===== config.mk =====
export PLATFORM = sky130hd
export DESIGN_NAME = regfile_wb
export DESIGN_NICKNAME = d
export VERILOG_FILES = /design/src/rtl/regfile_wb_pkg.sv /design/src/rtl/regfile_fwd_mux.sv /design/src/rtl/regfile_wb.sv
export SDC_FILE = /design/constraint.sdc
export NUM_CORES = 2
export LEC_CHECK = 0
export CORE_MARGIN = 1
export CORE_UTILIZATION = 56
export CTS_CLUSTER_SIZE = 24
export DETAILED_ROUTE_END_ITERATION = 6
export PLACE_DENSITY = 0.75
export SLEW_MARGIN = 20
export SYNTH_ARGS = -nofsm -noshare
export SYNTH_HDL_FRONTEND = slang
export SYNTH_HIERARCHICAL = 1
export SYNTH_SLANG_ARGS = --single-unit

===== constraint.sdc =====
create_clock -name clk -period 2.7 [get_ports clk]
set_clock_uncertainty 0.2 [all_clocks]
set_input_delay 0.54 -clock clk [delete_from_list [all_inputs] [get_ports clk]]
set_output_delay 0.54 -clock clk [all_outputs]
set_load 0.03 [all_outputs]

===== src/rtl/regfile_wb_pkg.sv =====
// Shared widths and constants for the MIPS general-purpose register file.
// Consumers: regfile_wb (top) and regfile_fwd_mux (read-port forwarding mux).
package regfile_wb_pkg;

  // Default register and address widths (RegBus / RegAddrBus).
  localparam int unsigned RegBusW  = 32;
  localparam int unsigned RegAddrW = 5;

  // Architectural register count.
  localparam int unsigned RegNum   = 32;

  // Width of the committed-write counter seen by the difftest bench.
  localparam int unsigned WcountW  = 32;

  // $0 address and the all-zero word.
  localparam logic [RegAddrW-1:0] ZeroRegAddr = '0;
  localparam logic [RegBusW-1:0]  ZeroWord    = '0;

endpackage : regfile_wb_pkg


===== src/rtl/regfile_fwd_mux.sv =====
// Read-port resolver for the register file: picks zero, same-cycle write-back
// data, or the stored array word, in that priority order.
// Ports:
//   rst      - synchronous reset level; forces the read result to zero
//   raddr    - read address (rs or rt)
//   arr_word - stored array word at raddr
//   we       - write-back enable
//   waddr    - write-back destination address
//   wdata    - write-back data
//   rdata    - resolved read data (combinational)
module regfile_fwd_mux
  import regfile_wb_pkg::*;
#(
  parameter int unsigned DATA_W = RegBusW,
  parameter int unsigned ADDR_W = RegAddrW,
  parameter bit          BYPASS = 1'b1
) (
  input  logic              rst,
  input  logic [ADDR_W-1:0] raddr,
  input  logic [DATA_W-1:0] arr_word,
  input  logic              we,
  input  logic [ADDR_W-1:0] waddr,
  input  logic [DATA_W-1:0] wdata,
  output logic [DATA_W-1:0] rdata
);

  logic w_is_zero;
  logic w_hit;

  assign w_is_zero = (raddr == ADDR_W'(ZeroRegAddr));
  // A write to $0 can never hit because the zero check is taken first.
  assign w_hit     = BYPASS && we && (waddr == raddr);

  // Priority: reset, $0, bypass, stored value.
  always_comb begin
    rdata = DATA_W'(ZeroWord);
    if (rst) begin
      rdata = DATA_W'(ZeroWord);
    end else if (w_is_zero) begin
      rdata = DATA_W'(ZeroWord);
    end else if (w_hit) begin
      rdata = wdata;
    end else begin
      rdata = arr_word;
    end
  end

endmodule : regfile_fwd_mux


===== src/rtl/regfile_wb.sv =====
// General-purpose register file for the 5-stage MIPS pipeline; terminates the
// write-back interface and serves two combinational read ports to ID.
// Ports:
//   clk, rst          - clock, synchronous active-high reset
//   we, waddr, wdata  - write-back port (RegWrite / regdst / wdata)
//   raddr1, raddr2    - read addresses (rs / rt)
//   rdata1, rdata2    - read data, combinational, with optional WB bypass
//   dbg_valid         - one committed write happened on the previous edge
//   dbg_waddr/wdata   - address/data of the most recent committed write
//   dbg_wcount        - committed writes since reset, wraps modulo 2^32
module regfile_wb
  import regfile_wb_pkg::*;
#(
  parameter int unsigned DATA_W = RegBusW,
  parameter int unsigned ADDR_W = RegAddrW,
  parameter bit          BYPASS = 1'b1
) (
  input  logic               clk,
  input  logic               rst,
  input  logic               we,
  input  logic [ADDR_W-1:0]  waddr,
  input  logic [DATA_W-1:0]  wdata,
  input  logic [ADDR_W-1:0]  raddr1,
  input  logic [ADDR_W-1:0]  raddr2,
  output logic [DATA_W-1:0]  rdata1,
  output logic [DATA_W-1:0]  rdata2,
  output logic               dbg_valid,
  output logic [ADDR_W-1:0]  dbg_waddr,
  output logic [DATA_W-1:0]  dbg_wdata,
  output logic [WcountW-1:0] dbg_wcount
);

  // Array depth follows the address width; at the default width it is RegNum.
  localparam int unsigned NumRegs = (ADDR_W == RegAddrW) ? RegNum : (1 << ADDR_W);

  logic [DATA_W-1:0]  r_regs [NumRegs];
  logic               r_dbg_valid;
  logic [ADDR_W-1:0]  r_dbg_waddr;
  logic [DATA_W-1:0]  r_dbg_wdata;
  logic [WcountW-1:0] r_wcount;

  logic               w_commit;
  logic [DATA_W-1:0]  w_arr1;
  logic [DATA_W-1:0]  w_arr2;

  // Writes to $0 and writes coinciding with reset are discarded.
  assign w_commit = we && (waddr != ADDR_W'(ZeroRegAddr)) && !rst;

  assign w_arr1 = r_regs[raddr1];
  assign w_arr2 = r_regs[raddr2];

  // Register array; entry 0 is cleared on reset and never written.
  always_ff @(posedge clk) begin
    if (rst) begin
      for (int i = 0; i < int'(NumRegs); i++) begin
        r_regs[i] <= DATA_W'(ZeroWord);
      end
    end else if (w_commit) begin
      r_regs[waddr] <= wdata;
    end
  end

  // Debug trace: valid pulses per commit, address/data hold between commits.
  always_ff @(posedge clk) begin
    if (rst) begin
      r_dbg_valid <= 1'b0;
      r_dbg_waddr <= ADDR_W'(ZeroRegAddr);
      r_dbg_wdata <= DATA_W'(ZeroWord);
    end else begin
      r_dbg_valid <= w_commit;
      if (w_commit) begin
        r_dbg_waddr <= waddr;
        r_dbg_wdata <= wdata;
      end
    end
  end

  // Committed-write counter; natural wrap at the top of the range.
  always_ff @(posedge clk) begin
    if (rst) begin
      r_wcount <= '0;
    end else if (w_commit) begin
      r_wcount <= r_wcount + WcountW'(1);
    end
  end

  assign dbg_valid  = r_dbg_valid;
  assign dbg_waddr  = r_dbg_waddr;
  assign dbg_wdata  = r_dbg_wdata;
  assign dbg_wcount = r_wcount;

  regfile_fwd_mux #(
    .DATA_W (DATA_W),
    .ADDR_W (ADDR_W),
    .BYPASS (BYPASS)
  ) u_fwd_rs (
    .rst      (rst),
    .raddr    (raddr1),
    .arr_word (w_arr1),
    .we       (we),
    .waddr    (waddr),
    .wdata    (wdata),
    .rdata    (rdata1)
  );

  regfile_fwd_mux #(
    .DATA_W (DATA_W),
    .ADDR_W (ADDR_W),
    .BYPASS (BYPASS)
  ) u_fwd_rt (
    .rst      (rst),
    .raddr    (raddr2),
    .arr_word (w_arr2),
    .we       (we),
    .waddr    (waddr),
    .wdata    (wdata),
    .rdata    (rdata2)
  );

endmodule : regfile_wb


Word level (Yosys, flattened, before mapping)
Memories as Yosys holds them, arrays and structs flattened. Cells that the tools add are included.

Add/sub/neg operators: 1. $mul: 0. Div/mod/pow operators: 0. $lt $le $gt $ge: 0. Equal/unequal tests: 2. Shift operators: 0. Mux-type cells: 14. Bitwise gates (word level): 0. Reductions and logical operators: 9.

Operator list (number): $mux W32 (7); $add A32 B1 Y32 const B (1); $reduce_or A32 Y1 (1); $eq A5 B5 Y1 (2); $logic_not A5 Y1 (2); $mux W1 (6); $mux W5 (1); $reduce_bool A5 Y1 (1); $logic_and A1 B1 Y1 (4); $logic_not A1 Y1 (1).

Flip-flop bits (word level): 70. Bits in latches: 0. RAM bits: 1024. Bits in read-only memories: 0. Output and inout port bits: 134. Memories: 1.

Memories: r_regs (depth 32, bits a word 32, read ports 2, clocked after memory_dff 0, wr ports 32, RTL line regfile_wb.sv:36) `logic [DATA_W-1:0] r_regs [NumRegs];`.

Depth between registers and ports, before layout
Depth in word-level cells: 8. Mapped depth: 10. Depth with buffers taken out: 7.

Hierarchy
The synthesis kept the hierarchy.

By module, submodules not included: regfile_wb (times used 1, cells an instance 4950, area an instance 58274.6 um^2, sequential area each 32150.8 um^2); regfile_fwd_mux (times used 2, cells an instance 123, area an instance 650.6 um^2, sequential area each 0.0 um^2).

Least setup slack after synthesis
No wires, ideal clock.

Path type: input -> output. Start point: input raddr2[1]. End point: output rdata2[0]. Arrival time: 2653 ps. Required time: 1960 ps. Slack: -693 ps. Cell stages on the path: 10. Path buffers: 4. Path through: buf_2 -> buf_2 -> buf_2 -> buf_1 -> mux2i_1 -> a22oi_1 -> nand3_1 -> nand3_1 -> nand2_1 -> o21ai_0.

Elaborated cells between the ends (all ways): 7.

RTL lines: from (decl) (RTL line regfile_wb.sv:24) `input logic [ADDR_W-1:0] raddr2,`; $mem_v2 Z32 W32; named net w_arr2[0] (RTL line regfile_wb.sv:44) `logic [DATA_W-1:0] w_arr2;`; $mux W32 (RTL line regfile_fwd_mux.sv:41) `end else if (w_hit) begin`; $mux W32 (RTL line regfile_fwd_mux.sv:39) `end else if (w_is_zero) begin`; $mux W32 (RTL line regfile_fwd_mux.sv:37) `if (rst) begin`; to (decl) (RTL line regfile_wb.sv:26) `output logic [DATA_W-1:0] rdata2,`.

The timed path passes the listed nets, and every way through them passes these cells.

==> metrics.log <==
INFO  metric io_buffers = 183
INFO  metric reg2reg_depth = 5
INFO  metric min_period_over_period = 121%
INFO  metric biggest_fanout_along_the_worst_timing_path = 2
INFO  metric routed_wl = 215000 um
INFO  metric dpl.hpwl = 131000 um
INFO  metric slew_headroom = 58.4%
INFO  metric postSynth.topFlopCell = sky130_fd_sc_hd__edfxtp_1
INFO  metric grt_overflow_total = 0
INFO  metric cp-startpoint = r_regs[2][15]
INFO  metric drv.max_cap_violation_count = 0
INFO  metric routed_via_density = 6.63
INFO  metric rsz_0062_raised_after_global_routing = yes
INFO  metric floorplan.die.width = 328 um
INFO  metric setup.worst_path.end = rdata1[15]
INFO  metric vias = 47900
INFO  metric setup.reg_to_reg.worst_slack = 0.41 ns
INFO  metric dieHeight = 328 um
INFO  metric ctsLongestPathBuffers = 3
INFO  metric vdd_drop_max = 508 uV
INFO  metric whs = 0.0710 ns
INFO  metric die-area = 0.108 sq mm
INFO  metric fin_ws = -0.555 ns
INFO  metric ios = 184
INFO  metric total_power = 44900 uW
INFO  metric setup.worst_path.start_class = register
INFO  metric seq_area_frac_synth = 54.0%
INFO  metric via_count_of_the_first_global_routing_pass = 47000
INFO  metric failed_checks = design-rule violations, negative setup slack
INFO  metric cts_made_buffers = 118
INFO  metric critPathKind = reg2out
INFO  metric final_max_slew_viol_count = 0
INFO  metric synth_warnings = 6
INFO  metric drt_drc_violations_left = 16
INFO  metric synthCells = 5196
INFO  metric synth_async_sr_flop_share = 0%
INFO  metric layout_commonest_cell = sky130_fd_sc_hd__edfxtp_1
INFO  metric wl_per_cell = 29.7 um
INFO  metric clock_sinks = 1094
INFO  metric most_frequent_cells_in_the_layout = sky130_fd_sc_hd__edfxtp_1, sky130_fd_sc_hd__and2_1, sky130_fd_sc_hd__mux2i_1
INFO  metric utilization = 74.8%
INFO  metric finish.net_count = 5774
INFO  metric h-tree-depth = 3
INFO  metric place_area = 0.0687 sq mm
INFO  metric worstMarginPinSlew = 0.625 ns
INFO  metric drive_above_1_share = 26.6%
INFO  metric hold_violations = 0
INFO  metric number_of_antenna_violations_at_the_first_check_in_global_routing = 2
INFO  metric groute.usage.overall = 38.5%
INFO  metric drt_iter0_markers = 6594
INFO  metric grt_start_max_net_pins = 54
INFO  metric finalWorstPathRequiredPeriod = 3.25 ns
INFO  metric rr_startpoint = dbg_wcount[10]
INFO  metric grt_pass1_wl = 305000 um
INFO  metric postSynthRegisterBits = 1094
INFO  metric timing.hold.worst.class = in2reg
INFO  metric gp_congestion = 0.964
INFO  metric power-per-cell-area = 570 mW/mm^2
INFO  metric detail_route.first_pass.iterations = 7
INFO  metric tritoncts = built
INFO  metric synthesis.area = 0.0596 sq mm
INFO  metric ant_nets = 0
INFO  metric achievable-frequency = 307 MHz
INFO  metric layout-area-overhead-vs-synth = 32.4%
INFO  metric finish.instance_area = 0.0789 sq mm
INFO  metric synth_enable_flop_cells = 1024
INFO  metric crit_arrival = 2.51 ns
INFO  metric root_buffer = sky130_fd_sc_hd__clkbuf_16
INFO  metric clk_pin_slew = 0.06 ns
INFO  metric std_cell_rows = 119
INFO  metric start_util = 56.5%
INFO  metric critical_path.endpoint_type = output port
INFO  metric core_area = 0.105 sq mm
INFO  metric post_synth.cell_area_avg = 11.5 sq um
INFO  metric yosysUniqueCellTypes = 45
INFO  metric timing.rr.end = dbg_wcount[27]
INFO  metric setup_violations = 64
INFO  metric status = finished, violations left
INFO  metric cellLeakagePower = 0.0310 uW
INFO  metric worst_skew_pair.late_latency = 0.73 ns
INFO  metric critical_path_required = 1.96 ns
[worst max-delay path: stages (launching register included)]
cell,delay [ns]
sky130_fd_sc_hd__edfxtp_1,0.41
sky130_fd_sc_hd__mux2i_1,0.12
sky130_fd_sc_hd__a22o_1,0.25
sky130_fd_sc_hd__nor3_2,0.17
sky130_fd_sc_hd__buf_4,0.17
sky130_fd_sc_hd__a31oi_4,0.05
sky130_fd_sc_hd__nand3_2,0.08
sky130_fd_sc_hd__nand2_2,0.06
sky130_fd_sc_hd__o21ai_4,0.28
sky130_fd_sc_hd__buf_12,0.17
[through the flow]
stage,setup TNS (ns),worst slack [ns],instances
global placement,-380.75,-1.25,6873
global route,-26.75,-0.572,7214
finish,-25.37,-0.555,7214
detailed placement,-425.36,-1.23,6873
CTS,-23.44,-0.513,7180
floorplan,-0.420,-0.00945,5227
[flip-flops by register name (all words and copies together), names as in the netlist]
register	count
dbg_valid	1
dbg_waddr	5
dbg_wcount	32
dbg_wdata	32
r_regs	1024
[Yosys cell counts, drive strengths merged, types with 2 or more instances]
master | instances | share of area [%]
a21oi | 202 | 1.7
a22o | 128 | 1.9
a22oi | 195 | 2.5
a31oi | 64 | 0.67
and2 | 999 | 10
and4 | 3 | 0.046
buf | 122 | 0.95
clkbuf | 377 | 2.4
dfxtp | 70 | 2.4
edfxtp | 1024 | 52
inv | 3 | 0.019
mux2i | 1024 | 17
nand2 | 307 | 1.9
nand2b | 41 | 0.43
nand3 | 208 | 1.7
nand3b | 5 | 0.063
nand4 | 75 | 0.79
nor2 | 63 | 0.40
nor2b | 5 | 0.053
nor3 | 81 | 0.68
nor4 | 5 | 0.13
o21ai | 107 | 0.90
o31ai | 2 | 0.025
or2 | 34 | 0.36
or3 | 8 | 0.088
or3b | 2 | 0.029
or4 | 2 | 0.025
xnor2 | 14 | 0.21
xor2 | 18 | 0.26
[worst min-delay path by stage]
| stage | start | endpoint | slack [ns] | depth (start not counted) |
|---|---|---|---|---|
| 6_report | waddr[0] | dbg_waddr[0] | 0.07 | 4 |
| 5_1_grt | waddr[0] | dbg_waddr[0] | 0.1 | 4 |
| 4_1_cts | waddr[0] | dbg_waddr[0] | 0.06 | 4 |
| 3_5_place_dp | dbg_wdata[0] | dbg_wdata[0] | 0.27 | 2 |
| 3_3_place_gp | dbg_wdata[22] | dbg_wdata[22] | 0.26 | 2 |
| 2_1_floorplan | dbg_waddr[3] | dbg_waddr[3] | 0.40 | 2 |
[where the power goes]
part           switching (uW)  total, uW  internal (uW)
sequential                547      20000          19400
clock                    6950      17200          10200
combinational            4460       7740           3280
[cells by family (layout without fill, tap and decap cells)]
logic type / Yosys count / in the layout / synth area share [%]
adders and majority gates: 1 / 1 / 0.0210
AOI/OAI and AO/OA: 703 / 703 / 7.72
buffers and inverters: 502 / 1095 / 3.35
other: 1 / 33 / 0.00629
muxes: 1024 / 1024 / 17.2
xor gates and xnor gates: 32 / 32 / 0.470
DFF: 1094 / 1094 / 54.0
and+or+nand+nor: 1839 / 1841 / 17.3
[per-layer routing]
| metal | vias to the layer above | track usage [%] | routed length, um |
|---|---|---|---|
| li1 | 20000 | - | - |
| met1 | 23600 | 48.9 | 76100 |
| met2 | 3482 | 60.0 | 97800 |
| met3 | 790 | 8.10 | 25300 |
| met4 | 2 | 24.6 | 15300 |
| met5 | - | 0 | 14 |
[area by class of cell]
| cell class | instances | area (sq um) |
|---|---|---|
| tap | 1391 | 1740 |
| clock buffer | 157 | 3370 |
| clock inverter | 62 | 721 |
| multi-input combinational | 3633 | 29600 |
| fill | 6418 | 26500 |
| timing repair buffer | 873 | 11200 |
| sequential | 1094 | 32200 |
| antenna | 1 | 2.50 |
| inverter | 3 | 11.3 |
[what timing repair did]
item,4_1_cts,5_1_grt
buffers inserted,81,51
hold buffers,1,0
cloned,43,9
pin swaps,245,208
gates resized for setup,731,151
hold endpoints to repair,4,0
endpoints found under the setup margin,64,64
No activity file was read; power rests on OpenSTA's default activity.
